<file path="config.mk">
export PLATFORM = sky130hd
export DESIGN_NAME = micro_param
export DESIGN_NICKNAME = d
export VERILOG_FILES = /design/src/rtl/micro_pkg.sv /design/src/rtl/micro_alu.sv /design/src/rtl/micro_param.sv
export SDC_FILE = /design/constraint.sdc
export NUM_CORES = 1
export LEC_CHECK = 0
export BUFFER_PORTS_ARGS = -buffer_cell sky130_fd_sc_hd__buf_2
export CAP_MARGIN = 0
export CORE_ASPECT_RATIO = 1.75
export CORE_MARGIN = 2
export CORE_UTILIZATION = 60
export CTS_CLUSTER_SIZE = 30
export DETAILED_ROUTE_END_ITERATION = 10
export GPL_ROUTABILITY_DRIVEN = 0
export PLACE_DENSITY = 0.83
export SLEW_MARGIN = 15
export SYNTH_ARGS = -nofsm -noshare
export SYNTH_HDL_FRONTEND = slang
export SYNTH_SLANG_ARGS = --single-unit
export TNS_END_PERCENT = 5
</file>
<file path="constraint.sdc">
create_clock -name clk -period 4.9 [get_ports clk]
set_input_delay 0.245 -clock clk [delete_from_list [all_inputs] [get_ports clk]]
set_output_delay 0.245 -clock clk [all_outputs]
set_load 0.03 [all_outputs]
</file>
<file path="src/rtl/micro_pkg.sv">
// Shared types and constants for the parametrised accumulator micro.
package micro_pkg;

  typedef enum logic [1:0] {
    OP_MOV = 2'b00,
    OP_ADD = 2'b01,
    OP_SUB = 2'b10,
    OP_CMP = 2'b11
  } op_e;

  typedef enum logic [1:0] {
    RUN      = 2'b00,
    WAIT_IN  = 2'b01,
    WAIT_OUT = 2'b10
  } state_e;

  localparam int SLOT_IO = 0;
  localparam int SLOT_A  = 1;

endpackage

</file>
<file path="src/rtl/micro_alu.sv">
// Combinational ADD/SUB/CMP unit computed at WIDTH+1 bits.
module micro_alu
  import micro_pkg::*;
#(
  parameter int WIDTH = 8
) (
  input  op_e              op,
  input  logic [WIDTH-1:0] a,
  input  logic [WIDTH-1:0] b,
  output logic [WIDTH-1:0] result,
  output logic             z,
  output logic             c
);

  logic [WIDTH:0] wide;

  always_comb begin
    wide   = '0;
    result = b;
    z      = 1'b0;
    c      = 1'b0;
    unique case (op)
      OP_MOV: result = b;
      OP_ADD: begin
        wide   = {1'b0, a} + {1'b0, b};
        result = wide[WIDTH-1:0];
        c      = wide[WIDTH];
        z      = (result == '0);
      end
      OP_SUB, OP_CMP: begin
        // top bit of the extended difference is the borrow (a < b)
        wide   = {1'b0, a} - {1'b0, b};
        result = wide[WIDTH-1:0];
        c      = wide[WIDTH];
        z      = (result == '0);
      end
    endcase
  end

endmodule

</file>
<file path="src/rtl/micro_param.sv">
// Single-accumulator micro with register file and valid/ready I/O channels.
module micro_param
  import micro_pkg::*;
#(
  parameter int WIDTH = 8,
  parameter int NREGS = 8,
  localparam int RW = $clog2(NREGS),
  localparam int INST_W = 2 + 2 * RW
) (
  input  logic              clk,
  input  logic              rst,
  input  logic [INST_W-1:0] inst,
  input  logic              inst_valid,
  output logic              inst_ready,
  input  logic [WIDTH-1:0]  data_in,
  input  logic              data_in_valid,
  output logic              data_in_ready,
  output logic [WIDTH-1:0]  data_out,
  output logic              data_out_valid,
  input  logic              data_out_ready,
  output logic              flag_z,
  output logic              flag_c,
  output logic [WIDTH-1:0]  acc
);

  state_e            state_q, state_d;
  logic [INST_W-1:0] inst_q, inst_d, cur;
  logic [WIDTH-1:0]  acc_q, acc_d;
  logic [WIDTH-1:0]  dout_q, dout_d;
  logic [WIDTH-1:0]  rf_q [NREGS];
  logic [WIDTH-1:0]  rf_d [NREGS];
  logic              dov_q, dov_d;
  logic              z_q, z_d, c_q, c_d;
  logic [WIDTH-1:0]  opnd, alu_res;
  logic              alu_z, alu_c, exec;
  op_e               op;
  logic [RW-1:0]     dst, src;

  // In WAIT_IN the latched instruction drives decode
  assign cur = (state_q == WAIT_IN) ? inst_q : inst;
  assign op  = op_e'(cur[INST_W-1 -: 2]);
  assign dst = cur[2*RW-1 -: RW];
  assign src = cur[RW-1:0];

  always_comb begin
    opnd = rf_q[src];
    unique case (1'b1)
      (src == RW'(SLOT_IO)): opnd = data_in;
      (src == RW'(SLOT_A)):  opnd = acc_q;
      default:               opnd = rf_q[src];
    endcase
  end

  micro_alu #(.WIDTH(WIDTH)) u_alu (
    .op     (op),
    .a      (acc_q),
    .b      (opnd),
    .result (alu_res),
    .z      (alu_z),
    .c      (alu_c)
  );

  always_comb begin
    state_d       = state_q;
    inst_d        = inst_q;
    acc_d         = acc_q;
    rf_d          = rf_q;
    dout_d        = dout_q;
    dov_d         = dov_q;
    z_d           = z_q;
    c_d           = c_q;
    inst_ready    = 1'b0;
    data_in_ready = 1'b0;
    exec          = 1'b0;
    unique case (state_q)
      RUN: begin
        inst_ready = 1'b1;
        if (inst_valid) begin
          if (src == RW'(SLOT_IO)) begin
            data_in_ready = data_in_valid;
            exec          = data_in_valid;
            if (!data_in_valid) begin
              inst_d  = inst;
              state_d = WAIT_IN;
            end
          end else begin
            exec = 1'b1;
          end
        end
      end
      WAIT_IN: begin
        data_in_ready = 1'b1;
        exec          = data_in_valid;
        if (data_in_valid) state_d = RUN;
      end
      WAIT_OUT: begin
        if (data_out_ready) begin
          dov_d   = 1'b0;
          state_d = RUN;
        end
      end
      default: state_d = RUN;
    endcase
    if (exec) begin
      unique case (op)
        OP_MOV: begin
          unique case (1'b1)
            (dst == RW'(SLOT_IO)): begin
              dout_d  = opnd;
              dov_d   = 1'b1;
              state_d = WAIT_OUT;
            end
            (dst == RW'(SLOT_A)): acc_d = opnd;
            default:              rf_d[dst] = opnd;
          endcase
        end
        OP_ADD, OP_SUB: begin
          acc_d = alu_res;
          z_d   = alu_z;
          c_d   = alu_c;
        end
        OP_CMP: begin
          z_d = alu_z;
          c_d = alu_c;
        end
      endcase
    end
  end

  always_ff @(posedge clk) begin
    if (rst) begin
      state_q <= RUN;
      inst_q  <= '0;
      acc_q   <= '0;
      rf_q    <= '{default: '0};
      dout_q  <= '0;
      dov_q   <= 1'b0;
      z_q     <= 1'b0;
      c_q     <= 1'b0;
    end else begin
      state_q <= state_d;
      inst_q  <= inst_d;
      acc_q   <= acc_d;
      rf_q    <= rf_d;
      dout_q  <= dout_d;
      dov_q   <= dov_d;
      z_q     <= z_d;
      c_q     <= c_d;
    end
  end

  assign data_out       = dout_q;
  assign data_out_valid = dov_q;
  assign flag_z         = z_q;
  assign flag_c         = c_q;
  assign acc            = acc_q;

endmodule
</file>
[Word-level counts from Yosys, hierarchy flattened]
Index checks and enable logic that the tools add are counted.
Storage, ports and cells
  register bits after elaboration: 93
  input port bits: 21
  output and inout port bits: 21
Cells by class
  add/sub/neg operators: 2
  $lt $le $gt $ge: 3
  equality and inequality tests: 8
  mux-type cells: 34
  bitwise logic cells: 4
  reduce and logical (&&, ||, !) cells: 17
Operators with widths (number)
  bitwise mux 64 bit: 1
  case mux 8 bit (2 select lines): 3
  two-way mux 8 bit: 5
  binary-select mux 8 bit (select 3 bit): 1
  demux 8 bit (select 3 bit): 1
  zero test 8 bit: 2
  two-way mux 2 bit: 8
  two-way mux 1 bit: 10
  adder 8 x 8 -> 9 bit: 1
  AND reduction 3 bit: 3
  subtractor 8 x 8 -> 9 bit: 1
  >= comparator 4 bit (second input constant): 2
  NOT 3 -> 4 bit: 2
  case mux 1 bit (2 select lines): 4
  == test 2 bit (second input constant): 3
  == test 3 x 1 -> 1 bit (second input constant): 2
  zero test 3 bit: 2
  case mux 2 bit (3 select lines): 1
  OR reduction 2 bit: 3
  == test 2 x 1 -> 1 bit (second input constant): 2
  zero test 2 bit: 2
  less-than comparator 4 x 1 -> 1 bit (second input constant): 1
  AND reduction 4 bit: 1
  OR reduction 3 bit: 1
  other kinds (5): 6

[Depth between registers and ports, before layout]
  depth after elaboration: 10
  mapped depth: 17
  mapped depth without buffers: 15

[Modules after synthesis]
From an unflattened synthesis, not the netlist that was laid out.
Second synthesis, totals
  cell total of the unflattened synthesis: 612
  area, all modules: 5032.3 µm²
By module, submodules not included
  micro_param: instances 1, cells each 477, area an instance 4105.2 µm²
  micro_alu: instances 1, cells each 135, area an instance 927.1 µm²

[Least setup slack after synthesis]
No wires, ideal clock.
  kind: reg2reg
  from: register state_q[0]
  to: register z_q (netlist: flag_z)
  arrival time: 3.351 ns
  data required time: 4.780 ns
  slack: 1.430 ns
  cell stages (with the launch flop): 16
  path buffers: 2
  clock period less this slack: 3.470 ns
  cell sequence: dfxtp_1 -> buf_6 -> and3b_4 -> a21oi_4 -> buf_6 -> mux2i_1 -> o22ai_2 -> o21ai_2 -> inv_1 -> ha_1 -> o21ba_2 -> or4_1 -> nand3_1 -> xnor2_1 -> nor4_1 -> a211o_1
On the way
  longest elaborated chain between the ends: 10
Ends and longest elaborated chain
  start, declared: RTL line micro_param.sv:26  | state_e state_q, state_d;
  start signal, assigned: RTL line micro_param.sv:141  | state_q <= state_d;
  == test 2 x 1 -> 1 bit *: RTL line micro_param.sv:40  | assign cur = (state_q == WAIT_IN) ? inst_q : inst;
  two-way mux 8 bit *: RTL line micro_param.sv:40
  NOT 3 -> 4 bit (implied by the code): RTL line micro_param.sv:50  | default: opnd = rf_q[src];
  binary-select mux 8 bit (select 3 bit): RTL line micro_param.sv:50
  two-way mux 8 bit (implied by the code) (2 in a row): RTL line micro_param.sv:50
  case mux 8 bit (2 select lines) *: RTL line micro_param.sv:47  | unique case (1'b1)
  via opnd[1]: RTL line micro_param.sv:34  | logic [WIDTH-1:0] opnd, alu_res;
  subtractor 8 x 8 -> 9 bit or adder 8 x 8 -> 9 bit (tied branches): RTL line micro_alu.sv:32, micro_alu.sv:25
  zero test 8 bit (on tied branches): RTL line micro_alu.sv:35, micro_alu.sv:28
  case mux 1 bit (2 select lines) *: RTL line micro_alu.sv:22  | unique case (op)
  end signal, assigned: RTL line micro_param.sv:147  | z_q <= z_d;
  end, declared: RTL line micro_param.sv:33  | logic z_q, z_d, c_q, c_d;
The timed path passes the listed nets; every way through them passes the cells marked *. The select of a mux whose other input is x is not followed.
A chain may end at the register's enable or synchronous reset.

[Worst setup path after layout]
Same ends and word-level chain as after synthesis.

==> summary.txt <==
Setup path
  • CP Launch Type: flip-flop
  • Worst path arrival time: about 4.6 ns
  • Slowest cell on the critical path: a21oi_4
  • CP bufs+invs: 2
  • Cells along the critical path: nand2b_4 -> a21oi_4 -> mux2i_1 -> o22ai_1 -> o21ai_2 -> inv_1 -> ha_1 -> inv_1 -> fa_1 -> nor2b_1 -> o311ai_0 -> a21oi_1 -> xnor2_1 -> nor4_1 -> a211o_1
  • WS Path Type: flip-flop to flip-flop
  • Setup crit end kind: flip-flop
  • Worst Path Required: 5.13 ns
  • Max FO, Critical Path: 30
  • Crit-path most repeated cell: inv_1
  • CP top delay family: compound AO/OA/AOI/OAI gates
  • Biggest cell delay along the critical path: 0.61 ns

Clock network
  • CTS root buf: clkbuf_16
  • PostCTS Resize Cnt: 0
  • Clock Latency Late Sink: between 0.3 and 0.4 ns
  • Reg clk slew, reported paths: 0.06 ns
  • Post-CTS Setup Inserts: 0
  • CTS tree: built
  • Htree depth: 3
  • Clock sinks: 77
  • Cts bufs inserted: 9
  • Clock buffer depth: 2
  • Hold buffers post-CTS: 0

Timing
  • Max Clk Rate: 228 MHz
  • Total Negative Setup Slacks: 0 ns
  • Post-Route Skew: ~0.0091 ns
  • Worst slew pin tran: 0.891 ns
  • Final worst slack: about 0.51 ns
  • Final Cycle Share: 89.6%
  • Final Hold Viols: 0
  • Fin crit period: between 4 and 5 ns
  • Hold WS: around 0.17 ns
  • Max-slew violation count: 0
  • RSZ-0062 raised after global routing: false
  • Slew headroom: 40.6%
  • Final setup viols: 0

Status
  • Status: finished, final reports clean

Power and ir drop
  • Pwr Density: ~300 nW/um^2
  • LEAKAGE: between 2 and 2.5 nW
  • Max IR drop VDD: between 200 and 250 uV
  • Power after layout: 1.65 mW

Global routing
  • Tot GR Track Use: a little under a third
  • First-pass GRT wire length: between 20000 and 25000 microns
  • Grt total ovfl: 0
  • Initial antenna violation count: 0
  • Vias in the first global route: approximately 4700
  • Largest net degree at the start of global routing: 46

Floorplan
  • Initial Utilization: around three fifths
  • Die W: 72.8 microns
  • # IOs: 42
  • Cell row count: 44
  • Core Footprint: 8150 sq um
  • Vert. Die Dim: 124 microns
  • Die Footprint: about 9100 sq um

Routing
  • DR iter-0 viols: 410
  • DR pass1 iterations: 5
  • # DRC: 0
  • Routed WL: approximately 14000 microns
  • Vias/cell: about 6.7
  • Via count: approximately 4800
  • Antenna Nets Post-Route: 0
  • Routed WL per cell: roughly 19 microns

Placed design
  • DP Wirelength: around 10000 microns
  • Dpl cells: between 700 and 800
  • I/O Buffers: between 40 and 50
  • Post-DP Area: between 5000 and 6000 sq um
  • Dpl ws: 0.586 ns

Yosys
  • Post-synthesis net count: about 640
  • Async SR Flop Fraction: 0%
  • Number of synthesis warnings: 0
  • Share of Yosys cell area claimed by the top area cell type: between 30 and 40%
  • Post-Syn Area: approximately 5000 sq um
  • Yosys reg bits: 77
  • Number of synthesized flops with an enable pin: 0
  • Yosys cell types: 82
  • Cell count after synthesis: roughly 600
  • Avg Inst Size Synth: about 8.3 sq um
  • Yosys top cell by area: dfxtp_1
  • Seq/Total Area, Yosys: a little under a third
  • Post-synth top flop: dfxtp_1
  • Synth top area cells: dfxtp_1, nand2_1, a21oi_1

Layout
  • Inserted Diodes: 0
  • Synthesis-to-layout area growth: 10.1%
  • Nets@finish: 670
  • Fillers: around 660
  • Final instance area: roughly 5500 sq um
  • Share of cells above drive strength 1: a little under a fifth
  • Final Core Density: about two thirds
  • Non-Filler Instances: 724
  • Most frequent cells in the layout: nand2_1, dfxtp_1, a21oi_1
  • Most common cell after layout, fill and taps aside: nand2_1

Run
  • Max Cap Violations: 0

Min path
  • Hold WC Path Type: primary input to flip-flop
[where the power goes]
| part | total, mW | internal (mW) | switching [mW] |
|---|---|---|---|
| clock network | 0.682 | 0.412 | 0.271 |
| logic | 0.323 | 0.116 | 0.207 |
| registers | 0.648 | 0.635 | 0.0133 |
| total | 1.65 | 1.16 | 0.491 |
[area by class of cell]
type                            count  area (sq um)  area share [%]
Clock buffer                       12           246            4.50
Clock inverter                      4          55.1            1.01
Inverter                           26          97.6            1.78
Multi-Input combinational cell    466          3170            57.9
Sequential cell                    77          1540            28.2
Tap cell                           92           115            2.10
Timing Repair Buffer               47           250            4.57
[layer usage]
| metal | vias up | GRT usage, % | routed length, microns |
|---|---|---|---|
| li1 | 2233 | - | - |
| met1 | 2275 | 33.7 | 5100 |
| met2 | 244 | 53.9 | 7090 |
| met3 | 76 | 4.94 | 783 |
| met4 | 0 | 20.5 | 957 |
| met5 | - | 0 | 0 |
[Yosys cell counts, drive strengths merged, types with 2 or more instances]
library cell / count
nor4: 6
clkbuf: 14
nand2: 101
nand3: 54
a31oi: 11
nor2b: 3
nor3: 3
o21ai: 22
and3: 4
or2: 3
o221ai: 5
inv: 26
fa: 2
o211ai: 4
nor4b: 3
o2111ai: 4
mux2: 3
nand4: 3
a311oi: 2
nand3b: 4
a211oi: 5
nor3b: 7
a31o: 3
or3: 2
buf: 16
and3b: 2
nand2b: 18
o22ai: 30
dfxtp: 77
a21oi: 58
ha: 20
o311ai: 3
a21o: 3
o21bai: 3
xor2: 3
nor2: 23
xnor2: 9
mux2i: 26
[state kept, by name, indices dropped and copies added, names as in the netlist]
register,count
inst_q,8
state_q,2
data_out,8
data_out_valid,1
rf_q,48
flag_z,1
flag_c,1
acc,8
[logic make-up (layout without fill, tap and decap cells)]
family | count (synthesis) | in the layout | synth area share (%)
mux | 29 | 29 | 6.24
compound gates | 164 | 164 | 23.4
flops | 77 | 77 | 31.0
xor+xnor | 12 | 12 | 2.11
buf+inv | 56 | 89 | 5.29
simple gates | 239 | 239 | 26.1
fa+ha+maj | 22 | 22 | 5.84
[worst paths after layout]
check,from,to,slack [ns],cells past startpoint
setup / recovery,state_q[0],flag_z,0.51,15
hold / removal,data_in_valid,state_q[0],0.17,2
setup reg to reg,state_q[0],flag_z,0.51,15
hold reg to reg,data_out[6],data_out[6],0.45,2
Note: power is estimated with default switching activity, not from simulation.
